## config.mk

```make
export PLATFORM = sky130hd
export DESIGN_NAME = mem_access_unit
export DESIGN_NICKNAME = d
export VERILOG_FILES = /design/src/rtl/mem_access_unit.sv
export SDC_FILE = /design/constraint.sdc
export NUM_CORES = 1
export LEC_CHECK = 0
export BUFFER_PORTS_ARGS = -buffer_cell sky130_fd_sc_hd__buf_2
export CAP_MARGIN = 20
export CORE_ASPECT_RATIO = 2
export CORE_UTILIZATION = 51
export DETAILED_ROUTE_END_ITERATION = 10
export PLACE_DENSITY = 0.77
export SKIP_LAST_GASP = 1
export SLEW_MARGIN = 20
export SYNTH_ARGS = -nofsm -noshare
export SYNTH_HDL_FRONTEND = slang
export SYNTH_SLANG_ARGS = --single-unit
```

## constraint.sdc

```tcl
create_clock -name clk -period 1.95 [get_ports clk]
set_input_delay 0.39 -clock clk [delete_from_list [all_inputs] [get_ports clk]]
set_output_delay 0.39 -clock clk [all_outputs]
set_load 0.05 [all_outputs]
```

## src/rtl/mem_access_unit.sv

```systemverilog
// Load/store unit in front of a word-wide big-endian data memory.
// One request in flight; sub-word stores use a read-modify-write.
module mem_access_unit #(
  parameter int unsigned DEPTH_BYTES = 1024
) (
  input  logic        clk,
  input  logic        reset,
  input  logic        req_valid,
  output logic        req_ready,
  input  logic        req_we,
  input  logic [2:0]  req_op,
  input  logic [31:0] req_addr,
  input  logic [31:0] req_wdata,
  output logic        resp_valid,
  input  logic        resp_ready,
  output logic [31:0] resp_rdata,
  output logic        resp_err,
  output logic [31:0] mem_addr,
  output logic        mem_read,
  output logic        mem_write,
  output logic [31:0] mem_wdata,
  input  logic [31:0] mem_rdata
);

  typedef enum logic [2:0] {
    IDLE,
    LOAD,
    RMW_RD,
    RMW_WR,
    STORE_W,
    RESP
  } state_t;

  localparam logic [31:0] LAST_WORD = 32'(DEPTH_BYTES - 4);

  state_t      state;
  state_t      state_nxt;

  logic [2:0]  op_q;
  logic [31:0] addr_q;
  logic [31:0] wdata_q;
  logic [31:0] word_q;
  logic [31:0] rdata_q;
  logic        err_q;

  logic [1:0]  sz;
  logic        bad_op;
  logic        misalign;
  logic        oor;
  logic        req_err;
  logic        accept;

  logic [31:0] waddr;
  logic [4:0]  bsh;
  logic [4:0]  hsh;
  logic [7:0]  byte_v;
  logic [15:0] half_v;
  logic        sgn;
  logic [31:0] load_val;
  logic [31:0] bmask;
  logic [31:0] hmask;
  logic [31:0] merged;

  // request classification, evaluated at acceptance
  always_comb begin
    sz       = req_op[1:0];
    accept   = req_valid && (state == IDLE);
    if (req_we)
      bad_op = (sz == 2'b11);
    else
      bad_op = (sz == 2'b11) || (req_op[2] && sz == 2'b10);
    misalign = ((sz == 2'b01) && req_addr[0]) ||
               ((sz == 2'b10) && (req_addr[1:0] != 2'b00));
    oor      = {req_addr[31:2], 2'b00} > LAST_WORD;
    req_err  = bad_op || misalign || oor;
  end

  // lane 0 sits in the top byte, so the shift is (3 - offset) * 8
  always_comb begin
    waddr  = {addr_q[31:2], 2'b00};
    bsh    = {~addr_q[1:0], 3'b000};
    hsh    = {~addr_q[1], 4'b0000};
    byte_v = 8'(mem_rdata >> bsh);
    half_v = 16'(mem_rdata >> hsh);
    load_val = mem_rdata;
    sgn      = 1'b0;
    case (op_q[1:0])
      2'b00: begin
        sgn      = byte_v[7] & ~op_q[2];
        load_val = {{24{sgn}}, byte_v};
      end
      2'b01: begin
        sgn      = half_v[15] & ~op_q[2];
        load_val = {{16{sgn}}, half_v};
      end
      default: load_val = mem_rdata;
    endcase
    bmask  = 32'h0000_00ff << bsh;
    hmask  = 32'h0000_ffff << hsh;
    if (op_q[1:0] == 2'b00)
      merged = (word_q & ~bmask) |
               ({24'b0, wdata_q[7:0]} << bsh);
    else
      merged = (word_q & ~hmask) |
               ({16'b0, wdata_q[15:0]} << hsh);
  end

  always_ff @(posedge clk) begin
    if (reset) begin
      state   <= IDLE;
      op_q    <= '0;
      addr_q  <= '0;
      wdata_q <= '0;
      word_q  <= '0;
      rdata_q <= '0;
      err_q   <= 1'b0;
    end else begin
      state <= state_nxt;
      if (accept) begin
        op_q    <= req_op;
        addr_q  <= req_addr;
        wdata_q <= req_wdata;
        err_q   <= req_err;
        rdata_q <= '0;
      end
      if (state == LOAD)
        rdata_q <= load_val;
      if (state == RMW_RD)
        word_q <= mem_rdata;
    end
  end

  always_comb begin
    state_nxt = state;
    case (state)
      IDLE: begin
        if (req_valid) begin
          if (req_err)
            state_nxt = RESP;
          else if (!req_we)
            state_nxt = LOAD;
          else if (sz == 2'b10)
            state_nxt = STORE_W;
          else
            state_nxt = RMW_RD;
        end
      end
      LOAD:    state_nxt = RESP;
      RMW_RD:  state_nxt = RMW_WR;
      RMW_WR:  state_nxt = RESP;
      STORE_W: state_nxt = RESP;
      RESP:    if (resp_ready) state_nxt = IDLE;
      default: state_nxt = IDLE;
    endcase
  end

  // enables drop during reset so an in-flight write never lands
  always_comb begin
    req_ready  = (state == IDLE);
    resp_valid = (state == RESP);
    resp_rdata = resp_valid ? rdata_q : '0;
    resp_err   = resp_valid && err_q;
    mem_read   = 1'b0;
    mem_write  = 1'b0;
    mem_addr   = '0;
    mem_wdata  = '0;
    case (state)
      LOAD, RMW_RD: begin
        mem_read = !reset;
        mem_addr = waddr;
      end
      RMW_WR: begin
        mem_write = !reset;
        mem_addr  = waddr;
        mem_wdata = merged;
      end
      STORE_W: begin
        mem_write = !reset;
        mem_addr  = waddr;
        mem_wdata = wdata_q;
      end
      default: ;
    endcase
  end

endmodule

```

## Word level (Yosys, flattened, before mapping)

Index checks and enable logic that the tools add are counted.

- Flip-flop bits (word level): 135
- Input port bits: 104
- Output and inout port bits: 101
- Word-level logic and storage cells: 71

- $lt $le $gt $ge: 1
- Eq/ne operators: 11
- Shifts and indexed selects: 6
- Mux-type cells: 16
- Bitwise gates (word level): 11
- Reduce and logical (&&, ||, !) cells: 19

Operators with widths:

| operator | number |
|---|---|
| 2-to-1 mux 32 bit | 5 |
| one-hot mux 32 bit (2 select lines) | 2 |
| AND 32 bit | 2 |
| NOT 32 bit | 2 |
| bitwise OR 32 bit | 2 |
| greater-than comparator 32 x 10 -> 1 bit (second input constant) | 1 |
| left shift 16 x 5 -> 32 bit | 1 |
| left shift 16 x 5 -> 32 bit (first input constant) | 1 |
| left shift 8 x 5 -> 32 bit | 1 |
| left shift 8 x 5 -> 32 bit (first input constant) | 1 |
| >> shifter 32 x 5 -> 16 bit | 1 |
| >> shifter 32 x 5 -> 8 bit | 1 |
| 2-to-1 mux 3 bit | 5 |
| one-hot mux 3 bit (4 select lines) | 1 |
| == test 3 x 2 -> 1 bit (second input constant) | 2 |
| == test 3 bit (second input constant) | 2 |
| logical AND 1 bit | 5 |
| == test 2 x 1 -> 1 bit (second input constant) | 2 |
| == test 2 bit (second input constant) | 2 |
| logical OR 1 bit | 4 |
| nonzero test 2 bit | 2 |
| OR reduction 2 bit | 2 |
| OR reduction 4 bit | 1 |
| == test 3 x 1 -> 1 bit (second input constant) | 1 |
| other kinds (11) | 15 |

## Depth between registers and ports, before layout

Gate-level depths: netlist of run 1.

- Word-level depth: 9
- Mapped depth: 7

## Worst setup path after synthesis of run 1

OpenSTA, ideal clock, no wires.

- Path kind: reg2out
- Start: register op_q[0]
- End: output mem_wdata[16]
- Arrival time: 2.231 ns
- Setup slack: -0.671 ns
- Stages on the path, launching flop included: 6
- Buffers on the path: 1
- Path through: dfxtp_1 clkbuf_1 nor3_1 nor2_2 mux2i_1 o21ai_0

- Word-level cells in the longest chain between the ends: 3

Ends and longest elaborated chain:

| what | line | RTL |
|---|---|---|
| start, declared | 39 | `logic [2:0] op_q;` |
| start signal, assigned | 120 | `op_q <= req_op;` |
| zero test 2 bit | -- |  |
| 2-to-1 mux 32 bit | 100 | `if (op_q[1:0] == 2'b00)` |
| one-hot mux 32 bit (2 select lines) | 167 | `case (state)` |
| end, declared | 21 | `output logic [31:0] mem_wdata,` |

Every way passes these cells.

## Worst setup path after layout of run 1

- Start: register op_q[0]
- End: output mem_wdata[23]

Same word-level chain as after synthesis.

==> run summary, run 1 <==
outcome - finished, violations left
failing checks - setup timing
Clock power frac - 29.5%
Core ar. - 0.0123 sq mm
Max Cap Viol - 0
Hold WS - 195 ps
FF/Latch Area - 0.00272 sq mm
Switch Pwr - 4470 uW
R2R Setup Slk - 0 ps
DRT Pass-1 Iters - 8
P_leak - 0.00424 uW
Critical Path Source Type - flip-flop
clock tree buffer depth - 2
Multi-input gate area - 0.00434 sq mm
Via density - 6.38
period utilization - 122%
VDD IR max - 0.836 mV
Critical-path top delay cell - mux2i_1
sequential share of the synthesized area - 41.9%
initial antenna violation count - 1
setup_tns - -25,730 ps
Finish-stage setup viols - 99
Root Driver - clkbuf_16
Reg clk slew, reported paths - 60 ps
DRT iter0 DRCs - 827
asr flop ratio synth - 0%
Slew headroom - 52.2%
total congestion overflow - 0
worst skew pair latency - 420 ps
area grow syn2layout - 64.9%
routed len/inst - 23.3 microns
hold buffers post-CTS - 0
reg2reg path depth - 6
DR DRC count - 0
hold path endpoint - state[0]$_SDFFE_PP0P_
largest net degree at the start of global routing - 57
crit-path leading delay family - buffers and inverters
Mean Syn Cell Area - 7.54 sq um
fmax - 0.422 GHz
Crit path required time - 1560 ps
Final min period - 2370 ps
CTS tree - done
first-pass GRT wire length - 38,000 microns
# clock sinks - 135
Total Routing Usage GR - 38.7%
Worst Path Arrival - 1980 ps
CP cell instances - nor3_2 -> buf_4 -> nor2_4 -> buf_12 -> mux2i_1 -> o21ai_2 -> buf_6
Slew @ Worst Pin - 711 ps
die height - 161 microns
Largest stage delay, worst path - 410 ps
Top FF cell, synth - dfxtp_1
R2R Path Start - state[0]$_SDFFE_PP0P_
Worst Min Path Start - req_we
combinational cell fraction of total power - 41.6%
count of cell types in the netlist - 47
Setup WS pre-CTS - -72.1 ps
Setup CP Type - flip-flop to output pin
Reg power frac - 28.9%
share of cells above drive strength 1 - 44.4%
RePlAce Congestion - 0.924
Die Width - 81.5 microns
DPL Wire Length - 15,700 microns
final setup margin - -421 ps
r2r endpoint - state[1]$_SDFFE_PP0P_
switching share of power - 37.9%
Routed WL - 29,300 microns
cell count after synthesis - 855
Internal - 7320 uW
Pwr Density - 1110 mW/mm^2
EDFF count, synth - 0
Ys Warns - 0
Antenna Nets Post-Route - 0
HP Class - input pin to flip-flop
hold path cells - 2
via count - 8,025
critical path endpoint category - output pin
Max FO, Critical Path - 8
WP buf/inv - 3
die area - 0.0131 sq mm
Slew Viols, Final - 0
synthesis-stage register bit count - 135
RSZ-0062 raised after global routing - true
port bufs - 202
Clock Skews - 8.07 ps
Num CTS Buffers - 17
Nets - 1,200
Fillers - 584
Cell Rows - 57
H-Tree Depth - 4
synthesized cell area - 0.00645 sq mm
Hold Vio Cnt, Final - 0
# IOs - 205
initial core utilization - 52.6%
via count of the first global-routing pass - 7,459
synthesized netlist by cell type (2+ instances only):
| cell type | number | share of area, % |
|---|---|---|
| inv_1 | 4 | 0.23 |
| dfxtp_1 | 135 | 42 |
| buf_4 | 2 | 0.23 |
| and3b_1 | 2 | 0.27 |
| buf_1 | 2 | 0.12 |
| mux2i_1 | 21 | 3.3 |
| a22o_1 | 10 | 1.4 |
| a221o_1 | 16 | 2.5 |
| a32oi_1 | 2 | 0.27 |
| buf_2 | 15 | 1.2 |
| nor4_1 | 6 | 0.58 |
| o21ai_0 | 29 | 2.3 |
| nand2_1 | 246 | 14 |
| o21ai_1 | 28 | 2.2 |
| a21oi_2 | 2 | 0.27 |
| nand2b_1 | 10 | 0.97 |
| nor2_1 | 25 | 1.5 |
| nor3_1 | 2 | 0.16 |
| or2_1 | 3 | 0.29 |
| mux2_2 | 2 | 0.35 |
| nand3_1 | 2 | 0.16 |
| clkbuf_1 | 47 | 2.7 |
| or3_1 | 9 | 0.87 |
| o221ai_1 | 15 | 2.0 |
| a211oi_1 | 3 | 0.35 |
| and2_1 | 65 | 6.3 |
| a21oi_1 | 128 | 9.9 |
| a21o_1 | 3 | 0.35 |
| a31oi_1 | 2 | 0.19 |
| nor3_2 | 2 | 0.31 |
how the worst max path moves through the flow:
stage	from	to	slack (ps)	depth (start not counted)
after global placement	state[1]$_SDFFE_PP0P_	mem_wdata[4]	-10	4
after detailed placement	op_q[0]$_SDFFE_PP0P_	rdata_q[26]$_SDFFE_PP0P_	-70	6
after CTS	op_q[0]$_SDFFE_PP0P_	mem_wdata[26]	-250	5
final	op_q[0]$_SDFFE_PP0P_	mem_wdata[23]	-420	7
after global routing	op_q[0]$_SDFFE_PP0P_	mem_wdata[23]	-470	7
after floorplan	state[2]$_SDFFE_PP0P_	mem_wdata[0]	-100	4
worst register-to-register path: stages (launching register included):
cell     delay (ps)
dfxtp_4         370
buf_6           130
o21a_4          210
buf_4           130
nor3_1          580
and4_1          320
a22o_1          150
cell usage in the layout, fill, tap and decap left out, types with 5 or more instances in the layout:
master	synthesis	routed
o221ai_1	15	7
nand2b_1	10	10
mux2i_1	21	13
nand2_1	246	242
a221o_1	16	16
a22o_4	0	8
nor2_4	0	5
buf_8	0	64
nor2_1	25	14
o221ai_4	0	7
and2_4	0	54
a21oi_4	0	9
a21oi_1	128	117
buf_6	1	54
mux2i_2	0	8
o21ai_4	0	17
buf_12	0	9
dfxtp_4	0	5
o21ai_0	29	16
buf_2	15	102
dfxtp_1	135	129
o21ai_2	0	15
and2_1	65	5
or3_4	0	6
and2_2	0	6
nor2_2	1	7
clkbuf_16	0	20
nor4_1	6	6
o21ai_1	28	9
buf_4	2	55
power by group through the flow:
stage / sequential, uW / clock [uW] / combinational, uW
finish: 3410 / 3470 / 4900
global route: 3430 / 3580 / 5100
CTS: 3340 / 3440 / 4110
detailed placement: 3370 / 0 / 3240
global placement: 3360 / 0 / 3210
floorplan: 3280 / 0 / 2300
cell families after synthesis:
group,Yosys count,synth area share (%)
AO/OA/AOI/OAI,243,22.3
buffers and inverters,71,4.66
other,1,0.0581
flip-flops,135,41.9
AND/OR/NAND/NOR,382,27.4
multiplexers,23,3.61
final cells by class:
type	instances	area share (%)
Clock buffer	18	4.04
Clock inverter	14	1.86
Inverter	4	0.141
Timing Repair Buffer	287	25.8
Antenna cell	1	0.0235
Sequential cell	135	25.6
Multi-Input combinational cell	651	40.8
Tap cell	147	1.73
stage by stage:
stage,utilization (%),total power (uW),cell area (sq um),instances
6_report,86.7,11800,10600,1257
5_1_grt,86.7,12100,10600,1257
4_1_cts,81.3,10900,9980,1239
3_5_place_dp,66.8,6610,8190,1190
3_3_place_gp,66.8,6570,8190,1190
2_1_floorplan,-,5580,6830,856
state kept, by name, summed over array words and instances, names as in the netlist:
| name | flops |
|---|---|
| wdata_q | 32 |
| rdata_q | 32 |
| op_q | 3 |
| addr_q | 32 |
| err_q | 1 |
| state | 3 |
| word_q | 32 |
repair_timing:
action                                  in CTS  in global routing
gates resized for setup                    311                120
cloned                                       4                  5
endpoints found under the setup margin     115                105
buffers inserted                            13                 15
pin swaps                                   41                 44
per-layer routing:
metal / routed length (microns) / up-vias / global-route usage (%)
met5: 0 / - / 0
met4: 3110 / 0 / 35.3
met3: 2710 / 222 / 8.70
met2: 14800 / 645 / 65.0
met1: 8700 / 3742 / 37.8
li1: - / 3416 / -
(Power assumes the default switching activity.)
==> inputs of run 2 (changes only) <==
--- a/config.mk
+++ b/config.mk
@@ -8,3 +8,2 @@
 export BUFFER_PORTS_ARGS = -buffer_cell sky130_fd_sc_hd__buf_2
-export CAP_MARGIN = 20
 export CORE_ASPECT_RATIO = 2
==> constraint.sdc (replaced) <==
create_clock -name clk -period 1.95 [get_ports clk]
set_input_delay 0.195 -clock clk [delete_from_list [all_inputs] [get_ports clk]]
set_output_delay 0.195 -clock clk [all_outputs]
set_load 0.05 [all_outputs]
==> run summary, run 2 (synthesis results as in run 1) <==
Antenna Nets Post-Route - 0 (unchanged)
Num CTS Buffers - 17 (unchanged)
Cell Rows - 57 (unchanged)
RePlAce Congestion - 0.978 (+5.8%)
Root Driver - clkbuf_16
largest net degree at the start of global routing - 52 (-8.8%)
P_leak - 0.00390 uW (-7.9%)
Clock power frac - 30.0% (+0.5 points)
Hold WS - -6.37 ps (-201 ps)
Core ar. - 0.0123 sq mm (unchanged)
placed cells - 1,176 (-1.2%)
# IOs - 205 (unchanged)
die area - 0.0131 sq mm (unchanged)
fmax - 0.479 GHz (+14%)
switching share of power - 37.2% (-0.70 points)
Largest stage delay, worst path - 370 ps (-40 ps)
global routing met2 resource utilization - 63.7% (-1.2 points)
Nets - 1,176 (-2.0%)
clock tree buffer depth - 2 (unchanged)
Final min period - 2090 ps (-283 ps)
Pwr Density - 1140 mW/mm^2 (+2.8%)
H-Tree Depth - 4 (unchanged)
outcome - finished, violations left
port bufs - 202 (unchanged)
VDD IR max - 0.855 mV (+2.2%)
Clock Skews - 7.55 ps (-0.526 ps)
failing checks - hold timing, setup timing
GR met1 Demand/Resource - 36.9% (-0.91 points)
period utilization - 107% (-15 points)
via count - 7,401 (-7.8%)
Reg power frac - 30.8% (+1.9 points)
GR peak layer - met2
critical path endpoint category - output pin
commonest non-fill, non-tap cell in the layout - nand2_1
Worst Path Arrival - 1890 ps (-90 ps)
Switch Pwr - 4060 uW (-9.1%)
Hold Vio Cnt, Final - 2 (+2)
Fillers - 780 (+34%)
Die Width - 81.5 microns (unchanged)
CP cell instances - or2_4 -> or3_1 -> a21oi_2 -> o21ai_2 -> buf_6
Final Non-Filler Cells - 1,233 (-1.9%)
CTS tree - done
met3 Usage GRT - 7.40% (-1.3 points)
routed len/inst - 20.2 microns (-13%)
Finish-stage setup viols - 63 (-36%)
DPL Wire Length - 15,600 microns (-0.93%)
Internal - 6850 uW (-6.4%)
Slew headroom - 41.5% (-11 points)
via count of the first global-routing pass - 7,177 (-3.8%)
Total Routing Usage GR - 37.0% (-1.8 points)
Critical Path Source Type - flip-flop
setup_tns - -4070 ps (+21,660 ps)
Max FO, Critical Path - 8 (unchanged)
Slew Viols, Final - 0 (unchanged)
die height - 161 microns (unchanged)
placed cell area - 0.00781 sq mm (-4.6%)
DR DRC count - 0 (unchanged)
RSZ-0062 raised after global routing - true
post-layout instance area - 0.00958 sq mm (-10%)
initial antenna violation count - 1 (unchanged)
Via density - 6.00 (-6.0%)
combinational cell fraction of total power - 39.2% (-2.4 points)
Reg clk slew, reported paths - 60 ps (about the same)
Critical-path top delay cell - dfxtp_4
Slew @ Worst Pin - 874 ps (+163 ps)
Setup CP Type - flip-flop to output pin
worst skew pair latency - 420 ps (about the same)
share of cells above drive strength 1 - 37.8% (-6.6 points)
Max Cap Viol - 0 (unchanged)
Crit path required time - 1750 ps (+190 ps)
first-pass GRT wire length - 36,500 microns (-4.0%)
Pwr Total - 10,900 uW (-7.4%)
final setup margin - -138 ps (+283 ps)
DRT Pass-1 Iters - 8 (unchanged)
total congestion overflow - 0 (unchanged)
# clock sinks - 135 (unchanged)
area grow syn2layout - 48.5%
highest-count cells in the layout ignoring fill and taps - nand2_1 (235), dfxtp_1 (129), a21oi_1 (117)
initial core utilization - 52.6% (unchanged)
HP Class - input pin to flip-flop
DRT iter0 DRCs - 722 (-13%)
Routed WL - 24,900 microns (-15%)
==> run 2: power groups by stage <==
| stage | registers, uW | clock network (uW) | logic (uW) |
|---|---|---|---|
| global route | 3380 | 3400 | 4480 |
| detailed placement | 3360 | 0 | 3050 |
| floorplan | 3270 | 0 | 2180 |
| global placement | 3350 | 0 | 3030 |
| finish | 3360 | 3270 | 4280 |
| CTS | 3320 | 3240 | 3830 |
==> run 2: metal layers <==
layer	share of wire (%)	vias to the layer above
li1	-	3360
met1	32	3421
met2	52	464
met3	7.1	156
met4	9.1	0
met5	0	-
==> run 2: cell type report <==
type	count	area [sq um]	area share (%)
Antenna cell	1	2.50	0.0261
Clock buffer	22	474	4.95
Clock inverter	10	120	1.25
Inverter	4	15.0	0.157
Multi-Input combinational cell	651	3790	39.6
Sequential cell	135	2720	28.4
Tap cell	147	184	1.92
Timing Repair Buffer	263	2270	23.7
==> run 2: stage by stage <==
step	setup WS, ps	util [%]
CTS	-57.0	75.2
global route	-146	78.1
floorplan	-107	-
finish	-138	78.1
global placement	122	63.7
detailed placement	69.2	63.7
==> run 2: critical path: cells and delay by family (launching register included) <==
kind | cells | cell delay, ps
buffers and inverters | 1 | 160
DFF | 1 | 370
and+or+nand+nor | 2 | 610
AOI/OAI and AO/OA | 2 | 320
==> run 2: repair_timing <==
action,4_1_cts,5_1_grt
endpoints found under the setup margin,65,99
gates cloned,5,2
endpoints found under the hold margin,0,0
resized for setup,202,106
pin swaps,27,15
hold buffers,0,0
buffers inserted,13,5
==> run 2: final timing paths <==
check                                        startpoint                        to  slack, ps  cells past startpoint
worst min register to register  rdata_q[9]$_SDFFE_PP0P_   rdata_q[9]$_SDFFE_PP0P_        440                      2
worst max-delay path               op_q[1]$_SDFFE_PP0P_             mem_wdata[29]       -140                      5
worst min-delay path                             req_we     state[0]$_SDFFE_PP0P_         -6                      2
worst max register to register    state[1]$_SDFFE_PP0P_  rdata_q[21]$_SDFFE_PP0P_         30                      8
